File: src/rtl/conf_pkg.sv
// Shared types and widths for the configuration encoder.
package conf_pkg;

    localparam int unsigned CONF_W    = 8;
    localparam int unsigned POWER_W   = 4;
    localparam int unsigned PTR_W     = 3;
    localparam int unsigned CNT_W     = $clog2(CONF_W);

    typedef enum logic [1:0] {
        IDLE = 2'd0,
        SEND = 2'd1,
        DONE = 2'd2,
        ERR  = 2'd3
    } state_t;

    // A request is legal when power fits the word and mode flags even power as heat.
    function automatic logic is_legal(input logic [POWER_W-1:0] power, input logic mode);
        return (power <= POWER_W'(CONF_W)) && (mode == ~power[0]);
    endfunction

endpackage

File: src/rtl/conf_if.sv
// Request/configuration bus between a requester and the encoder.
interface conf_if;
    import conf_pkg::*;

    logic                 req_valid;
    logic                 req_ready;
    logic [POWER_W-1:0]   req_power;
    logic                 req_mode;
    logic [CONF_W-1:0]    chs_conf;
    logic                 conf_sdata;
    logic                 conf_sframe;
    logic                 conf_done;
    logic                 conf_err;

    modport master (
        output req_valid, req_power, req_mode,
        input  req_ready, chs_conf, conf_sdata, conf_sframe, conf_done, conf_err
    );

    modport slave (
        input  req_valid, req_power, req_mode,
        output req_ready, chs_conf, conf_sdata, conf_sframe, conf_done, conf_err
    );
endinterface

File: src/rtl/conf_pattern_gen.sv
// Thermometer code of the requested power, rotated left by the rotation pointer.
module conf_pattern_gen
    import conf_pkg::*;
(
    input  logic [POWER_W-1:0] power,
    input  logic [PTR_W-1:0]   rot_ptr,
    output logic [CONF_W-1:0]  word_c
);

    logic [CONF_W-1:0]   therm;
    logic [2*CONF_W-1:0] dbl;

    // Powers at or above the word width saturate to all ones; rotation via doubled word.
    always_comb begin
        therm = '0;
        for (int i = 0; i < int'(CONF_W); i++) begin
            therm[i] = (POWER_W'(i) < power);
        end
        dbl    = {therm, therm} << rot_ptr;
        word_c = dbl[2*CONF_W-1:CONF_W];
    end

endmodule

File: src/rtl/conf_encoder.sv
// Accepts power/mode requests, serialises the rotated thermometer word and
// publishes it in parallel once the frame completes.
module conf_encoder
    import conf_pkg::*;
(
    input  logic   clk,
    input  logic   rst,
    conf_if.slave  bus
);

    state_t              state_q, state_d;
    logic [PTR_W-1:0]    rot_q, rot_d;
    logic [CNT_W-1:0]    cnt_q, cnt_d;
    logic [CONF_W-1:0]   word_q, word_d;
    logic [CONF_W-1:0]   chs_q, chs_d;
    logic                sdata_q, sdata_d;
    logic                sframe_q, sframe_d;
    logic                done_q, done_d;
    logic                err_q, err_d;
    logic                ready_q, ready_d;
    logic [CONF_W-1:0]   word_c;

    conf_pattern_gen u_pattern_gen (
        .power   (bus.req_power),
        .rot_ptr (rot_q),
        .word_c  (word_c)
    );

    // State and output registers.
    always_ff @(posedge clk) begin
        if (rst) begin
            state_q  <= IDLE;
            rot_q    <= '0;
            cnt_q    <= '0;
            word_q   <= '0;
            chs_q    <= '0;
            sdata_q  <= 1'b0;
            sframe_q <= 1'b0;
            done_q   <= 1'b0;
            err_q    <= 1'b0;
            ready_q  <= 1'b1;
        end else begin
            state_q  <= state_d;
            rot_q    <= rot_d;
            cnt_q    <= cnt_d;
            word_q   <= word_d;
            chs_q    <= chs_d;
            sdata_q  <= sdata_d;
            sframe_q <= sframe_d;
            done_q   <= done_d;
            err_q    <= err_d;
            ready_q  <= ready_d;
        end
    end

    // Next-state and next-output logic; outputs land in registers one edge later.
    always_comb begin
        state_d  = state_q;
        rot_d    = rot_q;
        cnt_d    = cnt_q;
        word_d   = word_q;
        chs_d    = chs_q;
        sdata_d  = 1'b0;
        sframe_d = 1'b0;
        done_d   = 1'b0;
        err_d    = 1'b0;

        case (state_q)
            IDLE: begin
                if (bus.req_valid) begin
                    if (is_legal(bus.req_power, bus.req_mode)) begin
                        state_d  = SEND;
                        word_d   = word_c;
                        cnt_d    = '0;
                        sdata_d  = word_c[0];
                        sframe_d = 1'b1;
                    end else begin
                        state_d  = ERR;
                        err_d    = 1'b1;
                    end
                end
            end
            SEND: begin
                if (cnt_q == CNT_W'(CONF_W - 1)) begin
                    state_d = DONE;
                    cnt_d   = '0;
                    done_d  = 1'b1;
                    chs_d   = word_q;
                    rot_d   = rot_q + PTR_W'(1);
                end else begin
                    cnt_d    = cnt_q + CNT_W'(1);
                    sdata_d  = word_q[cnt_d];
                    sframe_d = 1'b1;
                end
            end
            DONE:    state_d = IDLE;
            ERR:     state_d = IDLE;
            default: state_d = IDLE;
        endcase

        ready_d = (state_d == IDLE);
    end

    assign bus.req_ready   = ready_q;
    assign bus.chs_conf    = chs_q;
    assign bus.conf_sdata  = sdata_q;
    assign bus.conf_sframe = sframe_q;
    assign bus.conf_done   = done_q;
    assign bus.conf_err    = err_q;

endmodule

File: src/flat_wrapper.sv
// flat-port wrapper written by rule: the top's interface ports become plain ports
module conf_encoder_flat import conf_pkg::*;
  (clk, rst, bus_req_valid, bus_req_power, bus_req_mode, bus_req_ready, bus_chs_conf, bus_conf_sdata, bus_conf_sframe, bus_conf_done, bus_conf_err);
  conf_if bus_i ();
  input  logic clk;
  input  logic rst;
  input wire logic [$bits(bus_i.req_valid)-1:0] bus_req_valid;
  input wire logic [$bits(bus_i.req_power)-1:0] bus_req_power;
  input wire logic [$bits(bus_i.req_mode)-1:0] bus_req_mode;
  output wire logic [$bits(bus_i.req_ready)-1:0] bus_req_ready;
  output wire logic [$bits(bus_i.chs_conf)-1:0] bus_chs_conf;
  output wire logic [$bits(bus_i.conf_sdata)-1:0] bus_conf_sdata;
  output wire logic [$bits(bus_i.conf_sframe)-1:0] bus_conf_sframe;
  output wire logic [$bits(bus_i.conf_done)-1:0] bus_conf_done;
  output wire logic [$bits(bus_i.conf_err)-1:0] bus_conf_err;
  assign bus_i.req_valid = bus_req_valid;
  assign bus_i.req_power = bus_req_power;
  assign bus_i.req_mode = bus_req_mode;
  assign bus_req_ready = bus_i.req_ready;
  assign bus_chs_conf = bus_i.chs_conf;
  assign bus_conf_sdata = bus_i.conf_sdata;
  assign bus_conf_sframe = bus_i.conf_sframe;
  assign bus_conf_done = bus_i.conf_done;
  assign bus_conf_err = bus_i.conf_err;
  conf_encoder u_core (.clk(clk), .rst(rst), .bus(bus_i));
endmodule
File: config.mk
export PLATFORM = sky130hd
export DESIGN_NAME = conf_encoder_flat
export DESIGN_NICKNAME = d
export VERILOG_FILES = /design/src/rtl/conf_pkg.sv /design/src/rtl/conf_if.sv /design/src/rtl/conf_pattern_gen.sv /design/src/rtl/conf_encoder.sv /design/src/flat_wrapper.sv
export SDC_FILE = /design/constraint.sdc
export NUM_CORES = 1
export LEC_CHECK = 0
export ABC_AREA = 1
export BUFFER_PORTS_ARGS = -buffer_cell sky130_fd_sc_hd__buf_4
export CORE_MARGIN = 3
export CORE_UTILIZATION = 35
export CTS_BUF_LIST = sky130_fd_sc_hd__clkbuf_2
export CTS_CLUSTER_DIAMETER = 80
export DETAILED_ROUTE_END_ITERATION = 8
export HOLD_SLACK_MARGIN = 0.03
export PLACE_DENSITY_LB_ADDON = 0.05
export SYNTH_ARGS = -nofsm -noshare
export SYNTH_HDL_FRONTEND = slang
export SYNTH_SLANG_ARGS = --single-unit
File: constraint.sdc
create_clock -name clk -period 2 [get_ports clk]
set_clock_uncertainty 0.05 [all_clocks]
set_input_delay 0.2 -clock clk [delete_from_list [all_inputs] [get_ports clk]]
set_output_delay 0.2 -clock clk [all_outputs]
set_load 0.01 [all_outputs]
## Yosys cells after proc, flatten, opt, wreduce, memory -nomap -nowiden

Cells that the tools add are included.

- Reduce and logical (&&, ||, !) cells: 10
- Mux-type cells: 20
- Bitwise gates (word level): 4
- Shifts and indexed selects: 1
- $lt $le $gt $ge: 10
- Eq/ne operators: 7
- $add $sub $neg: 2

Operators with widths:

| cell | number |
|---|---|
| < comparator 3 x 4 -> 1 bit, first input constant | 4 |
| left shift 16 x 3 -> 16 bit | 1 |
| two-way mux 1 bit | 9 |
| two-way mux 3 bit | 3 |
| < comparator 1 x 4 -> 1 bit, first input constant | 2 |
| < comparator 2 x 4 -> 1 bit, first input constant | 2 |
| adder 3 x 1 -> 3 bit, second input constant | 2 |
| two-way mux 2 bit | 3 |
| case mux 2 bit (3 select lines) | 1 |
| case mux 3 bit (2 select lines) | 1 |
| AND reduction 3 bit | 2 |
| == test 2 bit, second input constant | 2 |
| less-or-equal comparator 4 bit, second input constant | 1 |
| logical NOT 2 bit | 2 |
| < comparator 3 x 4 -> 1 bit, second input constant | 1 |
| NOT 1 bit | 4 |
| case mux 1 bit (2 select lines) | 2 |
| OR reduction 2 bit | 2 |
| binary-select mux 1 bit (select 3 bit) | 1 |
| == test 3 bit, second input constant | 1 |
| OR reduction 3 bit | 1 |
| == test 2 x 1 -> 1 bit, second input constant | 1 |
| inequality test 2 x 1 -> 1 bit, second input constant | 1 |
| inequality test 2 bit, second input constant | 1 |
| other kinds (4) | 4 |

- Bits of input ports: 8
- Register bits after elaboration: 29
- Output and inout port bits: 13

## Logic depth before layout (Yosys ltp)

- Word-level depth: 7
- Mapped depth: 9

## By module

Synthesis repeated with hierarchy kept, for this count alone.

- Cells, all modules: 224
- Area total of the unflattened synthesis: 1,517.7 µm²

Modules (own cells, without submodules):

| module | cells an instance | times used | area an instance (µm²) |
|---|---|---|---|
| conf_encoder | 150 | 1 | 1,174.9 |
| conf_pattern_gen | 74 | 1 | 342.8 |

## Worst setup path before layout

Ideal clock, no wire load.

- Path kind: register to register
- Start point: register u_core.cnt_q[0]
- End point: register u_core.chs_q[2] (netlist: u_core.bus.chs_conf[2])
- Cell stages (with the launch flop): 8
- Required time: 1,831 ps
- Setup time: 119 ps
- Slack: 686 ps
- Buffers on the path: 1
- Clock period less this slack: 1,314 ps
- Data arrival time: 1,145 ps
- Path through: dfxtp_1 ha_1 ha_1 nand2_1 inv_1 buf_2 o21ai_0 a21oi_1

- Word-level cells in the longest chain between the ends: 2

Ends and longest elaborated chain:

| item | line | RTL |
|---|---|---|
| start: declaration | conf_encoder.sv:13 | `logic [CNT_W-1:0] cnt_q, cnt_d;` |
| start signal: assignment | conf_encoder.sv:45 | `cnt_q <= cnt_d;` |
| == test 3 bit | conf_encoder.sv:84 | `if (cnt_q == CNT_W'(CONF_W - 1)) begin` |
| AND reduction 2 bit (no source line) | - |  |
| end signal: assignment | conf_encoder.sv:47 | `chs_q <= chs_d;` |
| end: declaration | conf_encoder.sv:15 | `logic [CONF_W-1:0] chs_q, chs_d;` |

No other way between the ends.
A chain may end at the register's enable or synchronous reset.

## Worst setup path after layout

- Start point: register u_core.cnt_q[0]
- End point: register u_core.rot_q[2]

- Word-level cells in the longest chain between the ends: 2

Ends and longest elaborated chain:

| item | line | RTL |
|---|---|---|
| == test 3 bit | conf_encoder.sv:84 |  |
| AND reduction 2 bit (no source line) | - |  |
| end signal: assignment | conf_encoder.sv:44 | `rot_q <= rot_d;` |
| end: declaration | conf_encoder.sv:12 | `logic [PTR_W-1:0] rot_q, rot_d;` |

No other way between the ends.

==> run summary <==
The flow ran to the end, and the final reports show no timing, DRC or antenna violations. After layout, the design draws a total of 1.23 mW. For this design the static power due to leakage is 0.759 nW. The library cells used most frequently in the layout, excluding fill and tap cells, are nand2_1, dfxtp_1, nand3_1. The routed layout has 1,433 vias. Setup slack on the worst reg-to-reg path comes out at 0.38 ns. TritonCTS built the clock tree. The count of warnings emitted by yosys came out at 0. Clock sink count: 29. The final layout contains 245 nets. The initial detailed-routing violation count came out at 80. The initial core utilization came out at 37.7%.

The startpoint identified for the worst hold timing path is bus_req_valid. For the pin with the worst max-slew slack, the measured transition is 0.376 ns. From bottom edge to top edge, the die measures 70.2 µm.

The power share of the clock group came out at 35.7%. The worst hold path cell count was 3; the sequential share of power was 50.8%. The library cell used most frequently in the layout, excluding fill and tap cells, is nand2_1.

Total of flip-flops plus latches after synthesis: 29. After routing, the total negative slack on setup checks comes to 0 ns. The die covers 4920 µm². The relative max-transition margin is 74.9%. The run gives 0 as the number of max-slew violations in the final report. Final hold analysis gives a worst-case slack of 0.133 ns. STA classifies the critical path startpoint as a register. Counting along the longest clock path gives a buffer depth of 2.

The logs give 40.3% for the sequential element share of the synthesized area and 0 for the remaining global-route overflow. The tools report the fill cell instance count of the final layout as 408. The number of global-route vias before repair was 1,286; the clock-pin slew of the registers on the worst-case setup and hold paths was 0.18 ns. In this run the worst path has a maximum fanout of 12.

Timing would allow up to 618 MHz. The power per cell area was 725 nW/µm²; the number of levels in the clock H-tree was 2. The peak supply drop is 0.000378 V.

The tools report the endpoint class of the critical path as a register. Post-CTS repair changed the size of 0 cells. The first detailed-routing pass took 4 iterations.

The internal portion of total power was 0.882 mW; the number of failing hold endpoints at the final stage was 0. The latest clock arrival within the worst-skew pair came out at 0.36 ns. From synthesis to final layout, the design area changed by 17.5%. The run gives 16 as the pin count of the biggest net entering global routing.

The overall routing resource usage was 15.1%. The end point of the worst hold path was u_core.bus.conf_err$_SDFF_PP0_. The fraction of power spent switching nets was 28.2%. The number of antenna violations at the first check in global routing came out at 0.

Setup repair after global routing left no endpoint under its margin. The site row count was 22. The routability congestion estimate came out at 0.936. Data on the critical path arrives at its endpoint at 1.84 ns.

The reg-to-reg startpoint was u_core.cnt_q[0]$_SDFFE_PP0P_. Of the available clock period, the critical path in the final layout requires 80.9%. After detailed routing, the average wire length per cell comes to 12.1 µm. The mean cell area of the mapped netlist is 6.77 µm², and the first-pass GRT wire length is 5.89 mm.

Clock tree synthesis inserted a total of 5 buffers. The cell depth of the worst flop-to-flop path was 7; the number of cells produced by synthesis was 213. In this run the remaining antenna-violating nets after routing total 0. The worst register-to-register path ends at u_core.rot_q[2]$_SDFFE_PP0P_.

Max-cap violations in this run came to 0. In the routed design, unresolved DRC markers number 0. The number of port buffers was 20. The count of unique library cells instantiated by Yosys was 23. From left edge to right edge, the die measures 70.2 µm. After legalization and detailed placement, the total HPWL measured 2.57 mm. The switching power total was 0.346 mW; the detailed-route vias per instance was 5.06. The logs give 1440 µm² for the post-synthesis cell area and 3830 µm² for the area of the core. The routed design has 3.42 mm of wire.

Setup violations remaining at the end of the flow were counted as 0. The combinational cell fraction of total power came out at 13.5%. By startpoint and endpoint, the worst setup path is classified as reg -> reg.

For this design the top-level I/O count stands at 21. In the final layout, the share of cells above drive strength 1 is 14.0%. The type of the tightest min-delay check was in -> reg.

The smallest clock period supported by the final layout is computed as 1.62 ns. In this run the clock root is driven by a clkbuf_2. The required time of the critical path is 2.22 ns, and the synthesized netlist net count is 224.

The number of antenna diodes came out at 0.
## cells in the mapped netlist
| cell | count | area [µm²] |
|---|---|---|
| buf_2 | 4 | 20.0 |
| a31oi_1 | 2 | 12.5 |
| inv_1 | 18 | 67.6 |
| o21ai_0 | 14 | 70.1 |
| o21a_1 | 1 | 7.51 |
| nand2_2 | 1 | 6.26 |
| nor2_1 | 14 | 52.6 |
| nand4_1 | 2 | 12.5 |
| nor2_2 | 2 | 12.5 |
| nand3b_1 | 1 | 7.51 |
| ha_1 | 3 | 37.5 |
| a21oi_1 | 24 | 120 |
| o211ai_1 | 2 | 15.0 |
| buf_4 | 1 | 7.51 |
| o22ai_1 | 1 | 6.26 |
| dfxtp_1 | 29 | 581 |
| clkbuf_1 | 2 | 7.51 |
| buf_6 | 1 | 11.3 |
| xor2_1 | 1 | 8.76 |
| clkinv_1 | 2 | 7.51 |
| nor2_4 | 1 | 11.3 |
| nand2_1 | 61 | 229 |
| nand3_1 | 26 | 130 |
## timing repair
action	in CTS	in global routing
buffers inserted	0	0
hold buffers	1	0
endpoints found under the hold margin	5	0
## worst max-delay path by stage
stage | startpoint | endpoint | slack (ns) | cells after the start
3_5_place_dp | u_core.cnt_q[0]$_SDFFE_PP0P_ | u_core.rot_q[2]$_SDFFE_PP0P_ | 0.37 | 7
3_3_place_gp | u_core.cnt_q[0]$_SDFFE_PP0P_ | u_core.rot_q[2]$_SDFFE_PP0P_ | 0.43 | 7
4_1_cts | u_core.cnt_q[0]$_SDFFE_PP0P_ | u_core.rot_q[2]$_SDFFE_PP0P_ | 0.38 | 7
5_1_grt | u_core.cnt_q[0]$_SDFFE_PP0P_ | u_core.rot_q[2]$_SDFFE_PP0P_ | 0.20 | 7
2_1_floorplan | u_core.cnt_q[0]$_SDFFE_PP0P_ | u_core.bus.chs_conf[2]$_SDFFE_PP0P_ | 0.69 | 7
6_report | u_core.cnt_q[0]$_SDFFE_PP0P_ | u_core.rot_q[2]$_SDFFE_PP0P_ | 0.38 | 7
## sequential cells by signal, summed over array words and instances, names as in the netlist
name and count:
u_core.cnt_q 3, u_core.rot_q 3, u_core.state_q 2, u_core.bus.chs_conf 8, u_core.bus.req_ready 1, u_core.bus.conf_done 1
u_core.bus.conf_err 1, u_core.word_q 8, u_core.bus.conf_sframe 1, u_core.bus.conf_sdata 1
## through the flow
step                instance area, µm²  util (%)  setup slack, ns  instances
detailed placement                1610      42.2            0.371        274
global route                      1690      44.3            0.201        283
CTS                               1690      44.3            0.383        283
global placement                  1610      42.2            0.429        274
finish                            1690      44.3            0.383        283
floorplan                         1440         -            0.686        213
## routing by layer
layer / track usage (%) / vias to the layer above / wire [µm]
met3: 4.75 / 2 / 184
li1: - / 742 / -
met5: 0 / - / 0
met4: 5.74 / 0 / 24
met2: 22.9 / 37 / 1560
met1: 20.1 / 652 / 1650
## cell type report
class	count	area, µm²	area share [%]
clock buffer	5	25.0	1.48
clock inverter	3	46.3	2.73
inverter	20	75.1	4.43
multi-input combinational	156	739	43.6
sequential	29	581	34.3
tap	48	60.1	3.55
timing repair buffer	22	168	9.90
## worst max-delay path, stage by stage, from the launching register on
cell     delay [ns]
dfxtp_1        0.54
ha_1           0.21
ha_1           0.17
nand2_1        0.07
inv_1          0.27
nand3_1        0.11
nand2_1        0.08
a21oi_1        0.05
## power by group through the flow
stage / logic [mW] / registers (mW) / clock network, mW
floorplan: 0.116 / 0.631 / 0
global placement: 0.162 / 0.636 / 0
detailed placement: 0.164 / 0.637 / 0
CTS: 0.167 / 0.624 / 0.461
global route: 0.189 / 0.629 / 0.493
finish: 0.165 / 0.624 / 0.439
## kinds of logic (layout without fill, tap and decap cells)
kind of cell	count (synthesis)	in the layout	synth area share, %
and+or+nand+nor	108	108	32.0
AOI/OAI and AO/OA	44	44	16.1
DFF	29	29	40.3
buffers and inverters	28	50	8.42
adders and majority gates	3	3	2.60
xor gates and xnor gates	1	1	0.608
Power figures use the tool's default switching activity.
